$ cat src/rtl/control_multi_fsm_if.sv
// Control bus between the multicycle control FSM and the RV32I datapath.
// master = control unit side, slave = datapath side.
interface control_multi_fsm_if;
  logic [31:0] iInstr;
  logic        iMemReady;
  logic        iMulDivDone;
  logic        oEscreveIR;
  logic        oEscrevePC;
  logic        oEscrevePCCond;
  logic        oEscrevePCBack;
  logic        oIouD;
  logic        oMemRead;
  logic        oMemWrite;
  logic        oRegWrite;
  logic [1:0]  oOrigAULA;
  logic [1:0]  oOrigBULA;
  logic [1:0]  oMem2Reg;
  logic [1:0]  oOrigPC;
  logic [4:0]  oALUControl;
  logic        oIllegal;
  logic [3:0]  oState;

  modport master (
    input  iInstr, iMemReady, iMulDivDone,
    output oEscreveIR, oEscrevePC, oEscrevePCCond, oEscrevePCBack, oIouD,
           oMemRead, oMemWrite, oRegWrite, oOrigAULA, oOrigBULA, oMem2Reg,
           oOrigPC, oALUControl, oIllegal, oState
  );

  modport slave (
    output iInstr, iMemReady, iMulDivDone,
    input  oEscreveIR, oEscrevePC, oEscrevePCCond, oEscrevePCBack, oIouD,
           oMemRead, oMemWrite, oRegWrite, oOrigAULA, oOrigBULA, oMem2Reg,
           oOrigPC, oALUControl, oIllegal, oState
  );
endinterface

$ cat src/rtl/control_multi_fsm.sv
// Multicycle RV32I(+M) control unit: Moore FSM sequencing the shared ALU,
// register file and unified memory over several cycles per instruction.
module control_multi_fsm #(
  parameter bit MEM_WAIT_EN = 1'b1,
  parameter bit MULDIV_EN   = 1'b1
) (
  input  logic                   iCLK,
  input  logic                   iRST,
  control_multi_fsm_if.master    bus
);

  localparam int unsigned STATE_W = 4;
  localparam int unsigned ALU_W   = 5;

  localparam logic [STATE_W-1:0] ST_FETCH   = 4'd0;
  localparam logic [STATE_W-1:0] ST_DECODE  = 4'd1;
  localparam logic [STATE_W-1:0] ST_ADDR    = 4'd2;
  localparam logic [STATE_W-1:0] ST_LW_MEM  = 4'd3;
  localparam logic [STATE_W-1:0] ST_LW_WB   = 4'd4;
  localparam logic [STATE_W-1:0] ST_SW_MEM  = 4'd5;
  localparam logic [STATE_W-1:0] ST_R_EXEC  = 4'd6;
  localparam logic [STATE_W-1:0] ST_I_EXEC  = 4'd7;
  localparam logic [STATE_W-1:0] ST_AUIPC   = 4'd8;
  localparam logic [STATE_W-1:0] ST_LUI     = 4'd9;
  localparam logic [STATE_W-1:0] ST_ALU_WB  = 4'd10;
  localparam logic [STATE_W-1:0] ST_BRANCH  = 4'd11;
  localparam logic [STATE_W-1:0] ST_JAL     = 4'd12;
  localparam logic [STATE_W-1:0] ST_JALR    = 4'd13;
  localparam logic [STATE_W-1:0] ST_ILLEGAL = 4'd14;

  localparam logic [6:0] OPC_LOAD   = 7'b0000011;
  localparam logic [6:0] OPC_OPIMM  = 7'b0010011;
  localparam logic [6:0] OPC_AUIPC  = 7'b0010111;
  localparam logic [6:0] OPC_STORE  = 7'b0100011;
  localparam logic [6:0] OPC_RTYPE  = 7'b0110011;
  localparam logic [6:0] OPC_LUI    = 7'b0110111;
  localparam logic [6:0] OPC_BRANCH = 7'b1100011;
  localparam logic [6:0] OPC_JALR   = 7'b1100111;
  localparam logic [6:0] OPC_JAL    = 7'b1101111;

  localparam logic [6:0] FUNCT7_BASE   = 7'b0000000;
  localparam logic [6:0] FUNCT7_SUB    = 7'b0100000;
  localparam logic [6:0] FUNCT7_MULDIV = 7'b0000001;

  localparam logic [2:0] FUNCT3_ADD  = 3'b000;
  localparam logic [2:0] FUNCT3_SLL  = 3'b001;
  localparam logic [2:0] FUNCT3_SLT  = 3'b010;
  localparam logic [2:0] FUNCT3_SLTU = 3'b011;
  localparam logic [2:0] FUNCT3_XOR  = 3'b100;
  localparam logic [2:0] FUNCT3_SRL  = 3'b101;
  localparam logic [2:0] FUNCT3_OR   = 3'b110;
  localparam logic [2:0] FUNCT3_AND  = 3'b111;

  localparam logic [ALU_W-1:0] OPAND    = 5'd0;
  localparam logic [ALU_W-1:0] OPOR     = 5'd1;
  localparam logic [ALU_W-1:0] OPXOR    = 5'd2;
  localparam logic [ALU_W-1:0] OPADD    = 5'd3;
  localparam logic [ALU_W-1:0] OPSUB    = 5'd4;
  localparam logic [ALU_W-1:0] OPSLT    = 5'd5;
  localparam logic [ALU_W-1:0] OPSLTU   = 5'd6;
  localparam logic [ALU_W-1:0] OPSLL    = 5'd7;
  localparam logic [ALU_W-1:0] OPSRL    = 5'd8;
  localparam logic [ALU_W-1:0] OPSRA    = 5'd9;
  localparam logic [ALU_W-1:0] OPLUI    = 5'd10;
  localparam logic [ALU_W-1:0] OPMUL    = 5'd11;
  localparam logic [ALU_W-1:0] OPMULH   = 5'd12;
  localparam logic [ALU_W-1:0] OPMULHU  = 5'd13;
  localparam logic [ALU_W-1:0] OPMULHSU = 5'd14;
  localparam logic [ALU_W-1:0] OPDIV    = 5'd15;
  localparam logic [ALU_W-1:0] OPDIVU   = 5'd16;
  localparam logic [ALU_W-1:0] OPREM    = 5'd17;
  localparam logic [ALU_W-1:0] OPREMU   = 5'd18;
  localparam logic [ALU_W-1:0] OPNULL   = 5'd31;

  logic [STATE_W-1:0] state_q, state_d;

  logic [6:0] opcode;
  logic [2:0] funct3;
  logic [6:0] funct7;
  logic       unused_instr_fields;

  assign opcode = bus.iInstr[6:0];
  assign funct3 = bus.iInstr[14:12];
  assign funct7 = bus.iInstr[31:25];
  assign unused_instr_fields = ^{bus.iInstr[24:15], bus.iInstr[11:7]};

  logic mem_ready;
  logic is_muldiv;
  logic r_legal;

  assign mem_ready = MEM_WAIT_EN ? bus.iMemReady : 1'b1;
  assign is_muldiv = MULDIV_EN && (funct7 == FUNCT7_MULDIV);
  // SUB/SRA are the only funct7=0x20 encodings; M extension only when enabled
  assign r_legal   = (funct7 == FUNCT7_BASE) ||
                     ((funct7 == FUNCT7_SUB) && ((funct3 == FUNCT3_ADD) || (funct3 == FUNCT3_SRL))) ||
                     is_muldiv;

  logic [ALU_W-1:0] r_op, i_op;

  always_comb begin
    r_op = OPNULL;
    if (is_muldiv) begin
      case (funct3)
        3'b000:  r_op = OPMUL;
        3'b001:  r_op = OPMULH;
        3'b010:  r_op = OPMULHSU;
        3'b011:  r_op = OPMULHU;
        3'b100:  r_op = OPDIV;
        3'b101:  r_op = OPDIVU;
        3'b110:  r_op = OPREM;
        default: r_op = OPREMU;
      endcase
    end else begin
      case (funct3)
        FUNCT3_ADD:  r_op = (funct7 == FUNCT7_SUB) ? OPSUB : OPADD;
        FUNCT3_SLL:  r_op = OPSLL;
        FUNCT3_SLT:  r_op = OPSLT;
        FUNCT3_SLTU: r_op = OPSLTU;
        FUNCT3_XOR:  r_op = OPXOR;
        FUNCT3_SRL:  r_op = (funct7 == FUNCT7_SUB) ? OPSRA : OPSRL;
        FUNCT3_OR:   r_op = OPOR;
        default:     r_op = OPAND;
      endcase
    end
  end

  // Immediate forms: no SUBI, so only the shift-right picks up funct7
  always_comb begin
    i_op = OPNULL;
    case (funct3)
      FUNCT3_ADD:  i_op = OPADD;
      FUNCT3_SLL:  i_op = OPSLL;
      FUNCT3_SLT:  i_op = OPSLT;
      FUNCT3_SLTU: i_op = OPSLTU;
      FUNCT3_XOR:  i_op = OPXOR;
      FUNCT3_SRL:  i_op = (funct7 == FUNCT7_SUB) ? OPSRA : OPSRL;
      FUNCT3_OR:   i_op = OPOR;
      default:     i_op = OPAND;
    endcase
  end

  always_ff @(posedge iCLK or negedge iRST) begin
    if (!iRST) state_q <= ST_FETCH;
    else       state_q <= state_d;
  end

  logic             escreve_ir, escreve_pc, escreve_pc_cond, escreve_pc_back;
  logic             iou_d, mem_read, mem_write, reg_write, illegal;
  logic [1:0]       orig_a, orig_b, mem2reg, orig_pc;
  logic [ALU_W-1:0] alu_ctl;

  always_comb begin
    state_d         = state_q;
    escreve_ir      = 1'b0;
    escreve_pc      = 1'b0;
    escreve_pc_cond = 1'b0;
    escreve_pc_back = 1'b0;
    iou_d           = 1'b0;
    mem_read        = 1'b0;
    mem_write       = 1'b0;
    reg_write       = 1'b0;
    illegal         = 1'b0;
    orig_a          = 2'b00;
    orig_b          = 2'b00;
    mem2reg         = 2'b00;
    orig_pc         = 2'b00;
    alu_ctl         = OPNULL;

    case (state_q)
      ST_FETCH: begin
        mem_read = 1'b1;
        orig_a   = 2'b01;
        orig_b   = 2'b01;
        alu_ctl  = OPADD;
        if (mem_ready) begin
          escreve_ir      = 1'b1;
          escreve_pc      = 1'b1;
          escreve_pc_back = 1'b1;
          state_d         = ST_DECODE;
        end
      end
      ST_DECODE: begin
        orig_a  = 2'b10;
        orig_b  = 2'b10;
        alu_ctl = OPADD;
        case (opcode)
          OPC_LOAD, OPC_STORE: state_d = ST_ADDR;
          OPC_OPIMM:           state_d = ST_I_EXEC;
          OPC_RTYPE:           state_d = r_legal ? ST_R_EXEC : ST_ILLEGAL;
          OPC_AUIPC:           state_d = ST_AUIPC;
          OPC_LUI:             state_d = ST_LUI;
          OPC_BRANCH:          state_d = ST_BRANCH;
          OPC_JAL:             state_d = ST_JAL;
          OPC_JALR:            state_d = ST_JALR;
          default:             state_d = ST_ILLEGAL;
        endcase
      end
      ST_ADDR: begin
        orig_b  = 2'b10;
        alu_ctl = OPADD;
        state_d = (opcode == OPC_LOAD) ? ST_LW_MEM : ST_SW_MEM;
      end
      ST_LW_MEM: begin
        iou_d    = 1'b1;
        mem_read = 1'b1;
        if (mem_ready) state_d = ST_LW_WB;
      end
      ST_LW_WB: begin
        mem2reg   = 2'b10;
        reg_write = 1'b1;
        state_d   = ST_FETCH;
      end
      ST_SW_MEM: begin
        iou_d     = 1'b1;
        mem_write = 1'b1;
        if (mem_ready) state_d = ST_FETCH;
      end
      ST_R_EXEC: begin
        alu_ctl = r_op;
        if (!is_muldiv || bus.iMulDivDone) state_d = ST_ALU_WB;
      end
      ST_I_EXEC: begin
        orig_b  = 2'b10;
        alu_ctl = i_op;
        state_d = ST_ALU_WB;
      end
      ST_AUIPC: begin
        orig_a  = 2'b10;
        orig_b  = 2'b10;
        alu_ctl = OPADD;
        state_d = ST_ALU_WB;
      end
      ST_LUI: begin
        orig_b  = 2'b10;
        alu_ctl = OPLUI;
        state_d = ST_ALU_WB;
      end
      ST_ALU_WB: begin
        reg_write = 1'b1;
        state_d   = ST_FETCH;
      end
      ST_BRANCH: begin
        alu_ctl         = OPSUB;
        escreve_pc_cond = 1'b1;
        orig_pc         = 2'b01;
        state_d         = ST_FETCH;
      end
      ST_JAL: begin
        mem2reg    = 2'b01;
        reg_write  = 1'b1;
        escreve_pc = 1'b1;
        orig_pc    = 2'b10;
        state_d    = ST_FETCH;
      end
      ST_JALR: begin
        orig_b     = 2'b10;
        alu_ctl    = OPADD;
        mem2reg    = 2'b01;
        reg_write  = 1'b1;
        escreve_pc = 1'b1;
        orig_pc    = 2'b11;
        state_d    = ST_FETCH;
      end
      ST_ILLEGAL: begin
        illegal = 1'b1;
        state_d = ST_FETCH;
      end
      default: state_d = ST_FETCH;
    endcase
  end

  // Reset blanks every output immediately, aborting any in-flight access
  assign bus.oEscreveIR     = iRST & escreve_ir;
  assign bus.oEscrevePC     = iRST & escreve_pc;
  assign bus.oEscrevePCCond = iRST & escreve_pc_cond;
  assign bus.oEscrevePCBack = iRST & escreve_pc_back;
  assign bus.oIouD          = iRST & iou_d;
  assign bus.oMemRead       = iRST & mem_read;
  assign bus.oMemWrite      = iRST & mem_write;
  assign bus.oRegWrite      = iRST & reg_write;
  assign bus.oIllegal       = iRST & illegal;
  assign bus.oOrigAULA      = iRST ? orig_a  : 2'b00;
  assign bus.oOrigBULA      = iRST ? orig_b  : 2'b00;
  assign bus.oMem2Reg       = iRST ? mem2reg : 2'b00;
  assign bus.oOrigPC        = iRST ? orig_pc : 2'b00;
  assign bus.oALUControl    = iRST ? alu_ctl : OPNULL;
  assign bus.oState         = iRST ? state_q : ST_FETCH;

endmodule
$ cat src/flat_wrapper.sv
// flat-port wrapper written by rule: the top's interface ports become plain ports
module control_multi_fsm_flat 
#(
  parameter bit MEM_WAIT_EN = 1'b1,
  parameter bit MULDIV_EN   = 1'b1
)
  (iCLK, iRST, bus_iInstr, bus_iMemReady, bus_iMulDivDone, bus_oEscreveIR, bus_oEscrevePC, bus_oEscrevePCCond, bus_oEscrevePCBack, bus_oIouD, bus_oMemRead, bus_oMemWrite, bus_oRegWrite, bus_oOrigAULA, bus_oOrigBULA, bus_oMem2Reg, bus_oOrigPC, bus_oALUControl, bus_oIllegal, bus_oState);
  control_multi_fsm_if bus_i ();
  input  logic iCLK;
  input  logic iRST;
  input wire logic [$bits(bus_i.iInstr)-1:0] bus_iInstr;
  input wire logic [$bits(bus_i.iMemReady)-1:0] bus_iMemReady;
  input wire logic [$bits(bus_i.iMulDivDone)-1:0] bus_iMulDivDone;
  output wire logic [$bits(bus_i.oEscreveIR)-1:0] bus_oEscreveIR;
  output wire logic [$bits(bus_i.oEscrevePC)-1:0] bus_oEscrevePC;
  output wire logic [$bits(bus_i.oEscrevePCCond)-1:0] bus_oEscrevePCCond;
  output wire logic [$bits(bus_i.oEscrevePCBack)-1:0] bus_oEscrevePCBack;
  output wire logic [$bits(bus_i.oIouD)-1:0] bus_oIouD;
  output wire logic [$bits(bus_i.oMemRead)-1:0] bus_oMemRead;
  output wire logic [$bits(bus_i.oMemWrite)-1:0] bus_oMemWrite;
  output wire logic [$bits(bus_i.oRegWrite)-1:0] bus_oRegWrite;
  output wire logic [$bits(bus_i.oOrigAULA)-1:0] bus_oOrigAULA;
  output wire logic [$bits(bus_i.oOrigBULA)-1:0] bus_oOrigBULA;
  output wire logic [$bits(bus_i.oMem2Reg)-1:0] bus_oMem2Reg;
  output wire logic [$bits(bus_i.oOrigPC)-1:0] bus_oOrigPC;
  output wire logic [$bits(bus_i.oALUControl)-1:0] bus_oALUControl;
  output wire logic [$bits(bus_i.oIllegal)-1:0] bus_oIllegal;
  output wire logic [$bits(bus_i.oState)-1:0] bus_oState;
  assign bus_i.iInstr = bus_iInstr;
  assign bus_i.iMemReady = bus_iMemReady;
  assign bus_i.iMulDivDone = bus_iMulDivDone;
  assign bus_oEscreveIR = bus_i.oEscreveIR;
  assign bus_oEscrevePC = bus_i.oEscrevePC;
  assign bus_oEscrevePCCond = bus_i.oEscrevePCCond;
  assign bus_oEscrevePCBack = bus_i.oEscrevePCBack;
  assign bus_oIouD = bus_i.oIouD;
  assign bus_oMemRead = bus_i.oMemRead;
  assign bus_oMemWrite = bus_i.oMemWrite;
  assign bus_oRegWrite = bus_i.oRegWrite;
  assign bus_oOrigAULA = bus_i.oOrigAULA;
  assign bus_oOrigBULA = bus_i.oOrigBULA;
  assign bus_oMem2Reg = bus_i.oMem2Reg;
  assign bus_oOrigPC = bus_i.oOrigPC;
  assign bus_oALUControl = bus_i.oALUControl;
  assign bus_oIllegal = bus_i.oIllegal;
  assign bus_oState = bus_i.oState;
  control_multi_fsm #(.MEM_WAIT_EN(MEM_WAIT_EN), .MULDIV_EN(MULDIV_EN)) u_core (.iCLK(iCLK), .iRST(iRST), .bus(bus_i));
endmodule
$ cat config.mk
export PLATFORM = sky130hd
export DESIGN_NAME = control_multi_fsm_flat
export DESIGN_NICKNAME = d
export VERILOG_FILES = /design/src/rtl/control_multi_fsm_if.sv /design/src/rtl/control_multi_fsm.sv /design/src/flat_wrapper.sv
export SDC_FILE = /design/constraint.sdc
export NUM_CORES = 1
export LEC_CHECK = 0
export CORE_UTILIZATION = 40
export DETAILED_ROUTE_END_ITERATION = 10
export PLACE_DENSITY = 0.87
export SLEW_MARGIN = 20
export SYNTH_ARGS = -nofsm -noshare
export SYNTH_HDL_FRONTEND = slang
export SYNTH_SLANG_ARGS = --single-unit
$ cat constraint.sdc
create_clock -name iCLK -period 1.82 [get_ports iCLK]
set_input_delay 0.364 -clock iCLK [delete_from_list [all_inputs] [get_ports iCLK]]
set_output_delay 0.364 -clock iCLK [all_outputs]
set_load 0.005 [all_outputs]
==> results.py <==
metrics = {
    "pwr": {
        "internal_power_mw": 1.49,
        "p_per_area_mw_per_mm2": 1110,
        "p_switching_mw": 1.18,
        "seq_power_share_pct": 7.7,
        "swShare_pct": 44.3,
        "leakage_nw": 1.09,
        "ir_worst_vdd_mv": 0.992,
        "pwr-share-clk_pct": 3.9,
        "p_comb_share_pct": 88.4,
    },
    "placement": {
        "dp_hpwl_um": 3210,
        "placed_area_mm2": 0.00198,
        "place_inst": 283,
        "globalplace.congestion": 0.933,
        "portBuffers": 46,
    },
    "timing": {
        "tightestPinTransition_ns": 0.355,
        "min_period_ns": 2.15,
        "skew_ns": 0.000959,
        "report.final.slew_viol_count": 0,
        "holdWs_ns": 0.182,
        "fin_crit_sh_pct": 118,
        "setup_viol": 20,
        "rsz0062_at_grt": "true",
        "fmax_ghz": 0.464,
        "layout_setup_ws_ns": -0.335,
        "finalSetupTns_ns": -2.91,
        "slew_headroom_pct": 76.1,
        "hold_viol": 0,
    },
    "setup_path": {
        "crit_end": "bus_oALUControl[3]",
        "cp_num_buf_inv": 2,
        "cp_top_family": "simple AND/OR/NAND/NOR gates",
        "rr_worst_depth": 7,
        "crit_chain": "buf_4, nor4bb_4, nand3_2, or2_1, o2111ai_2, buf_2",
        "path_depth": 6,
        "cp.arrival_ns": 1.79,
        "reg2reg_slack_ns": -0.02,
        "critical_path.startpoint": "u_core.state_q[0]",
        "slowest_delay_ns": 0.44,
        "r2r-start": "u_core.state_q[0]",
        "cp_max_fo": 4,
        "cp.required_ns": 1.46,
        "reg2reg_to": "u_core.state_q[2]",
        "cp-end-kind": "primary output",
        "slowest_stage": "dfrtp_2",
        "critPathKind": "reg -> out",
        "cp-start-kind": "flip-flop",
    },
    "layout": {
        "drive_gt1_share_pct": 60.8,
        "finalInstanceArea_mm2": 0.00240,
        "regMostFlops": "u_core.state_q",
        "nets": 316,
        "final_cells": 309,
        "fillers": 133,
        "largest_register_ffs": 4,
        "num_antenna_cells": 0,
        "final_util_pct": 87.7,
        "syn2layout_area_growth_pct": 109,
        "top_regs": "u_core.state_q x4",
    },
    "clock_tree": {
        "clockBufferDepth": 2,
        "clock-root-buffer": "clkbuf_4",
        "clock_latency_ns": 0.23,
        "hold_buffers": 0,
        "cts_tree": "done",
        "cts_buffers": 3,
        "h-tree-depth": 1,
        "cts.sinks": 4,
        "clk_pin_slew_ns": 0.04,
    },
    "floorplan": {
        "dieArea_mm2": 0.00309,
        "die_w_um": 55.6,
        "die_h_um": 55.6,
        "start_util_pct": 42.0,
        "io_pins": 62,
        "rows": 19,
        "core-area_mm2": 0.00273,
    },
    "synth": {
        "postSynthCellCount": 165,
        "synth_cell_types": 61,
        "synth_area_mm2": 0.00115,
        "synth_enable_flop_cells": 0,
        "yosysSeqAreaShare_pct": 8.72,
        "yosysWarningCount": 0,
        "synth-seq-cells": 4,
        "syn-mean-instance-area_um2": 6.95,
        "synthesis.nets": 201,
        "async_reset_ff_share_pct": 100,
        "synth_flop_cell": "dfrtp_1",
    },
    "drt": {
        "first_pass_iters": 5,
        "wl_per_cell_um": 19.4,
        "viasPerCell": 6.29,
        "vias": 1945,
        "wl_um": 5990,
        "postRouteAntennaNets": 0,
        "drc": 0,
        "drt-initial-drc-count": 255,
    },
    "global_routing": {
        "grt_usage_pct": 35.8,
        "grt_pass1_wl_um": 8920,
        "grt_overflow": 0,
        "grt_start_max_net_pins": 12,
        "grt_pass1_vias": 1811,
        "grt_antenna_before_repair": 0,
    },
    "status": {
        "violations": "setup timing",
        "status": "finished with violations",
    },
    "worst_hold_path": {
        "min_path_type": "in -> async",
    },
    "run": {
        "max_cap_violations": 0,
    },
}
## cell usage after synthesis, types with 5 or more instances
cell	number	area, um^2
buf_2	9	45.0
nor2b_1	7	43.8
nand2_1	13	48.8
nor2_1	16	60.1
a21oi_1	9	45.0
o21ai_0	7	35.0
and2_1	5	31.3
and3_1	7	43.8
## power groups by stage
| stage | Clock [mW] | Combinational, mW | Sequential [mW] |
|---|---|---|---|
| 2_1_floorplan | 0 | 0.780 | 0.159 |
| 5_1_grt | 0.116 | 2.48 | 0.208 |
| 4_1_cts | 0.116 | 2.01 | 0.201 |
| 6_report | 0.104 | 2.36 | 0.204 |
| 3_3_place_gp | 0 | 1.51 | 0.200 |
| 3_5_place_dp | 0 | 1.54 | 0.202 |
## layer usage
metal / track usage, % / wire [um]
met2: 58.3 / 2820
met4: 10.0 / 143
met3: 4.45 / 522
met1: 49.4 / 2510
met5: 0 / 0
## cell type report
type	instances	area, um^2	area share [%]
sequential	4	105	4.38
multi-input combinational	142	1190	49.5
timing repair buffer	125	1030	42.9
tap	31	38.8	1.62
clock buffer	3	22.5	0.939
inverter	4	17.5	0.730
## cell usage in the layout (no fill, tap or decap), types with 3 or more instances in the layout
master and n:
nor2_2 3, clkdlybuf4s15_2 3, nor2b_1 3, and3_4 4, buf_4 60, o21ai_0 5, nand2_1 11, clkbuf_2 3
clkbuf_4 3, dlygate4sd2_1 7, o211ai_1 4, a21oi_1 6, a21oi_2 3, nand3_1 3, nor2_1 11, clkdlybuf4s50_1 10
dfrtp_2 4, and2_1 4, buf_6 22, buf_2 17, and3_1 3
## worst min path at each step
stage | start | endpoint | slack, ns | cells past startpoint
finish | iRST | u_core.state_q[2] | 0.18 | 2
floorplan | iRST | u_core.state_q[0] | 0.07 | 0
global route | iRST | u_core.state_q[2] | 0.17 | 2
global placement | u_core.state_q[1] | u_core.state_q[3] | 0.77 | 3
CTS | iRST | u_core.state_q[0] | 0.23 | 2
detailed placement | u_core.state_q[1] | u_core.state_q[3] | 0.78 | 3
## through the flow
stage	worst slack (ns)	power [mW]
2_1_floorplan	0.131	0.939
3_3_place_gp	-0.873	1.71
3_5_place_dp	-0.932	1.74
4_1_cts	-0.257	2.32
5_1_grt	-0.407	2.80
6_report	-0.335	2.67
## cells by family (layout without fill, tap and decap cells)
logic type / count (synthesis) / after routing / synth area share [%]
AO/OA/AOI/OAI: 51 / 51 / 31.0
XOR/XNOR: 4 / 4 / 3.05
buffers and inverters: 19 / 132 / 8.83
flip-flops: 4 / 4 / 8.72
multiplexers: 1 / 1 / 0.872
AND/OR/NAND/NOR: 86 / 86 / 47.5
## timing repair
action / CTS / global route
endpoints found under the setup margin: 28 / 21
buffers inserted: 19 / 4
pin swaps: 24 / 8
hold endpoints to repair: 0 / 0
cloned: 0 / 0
gates resized for setup: 173 / 23
No activity file was read; power rests on OpenSTA's default activity.
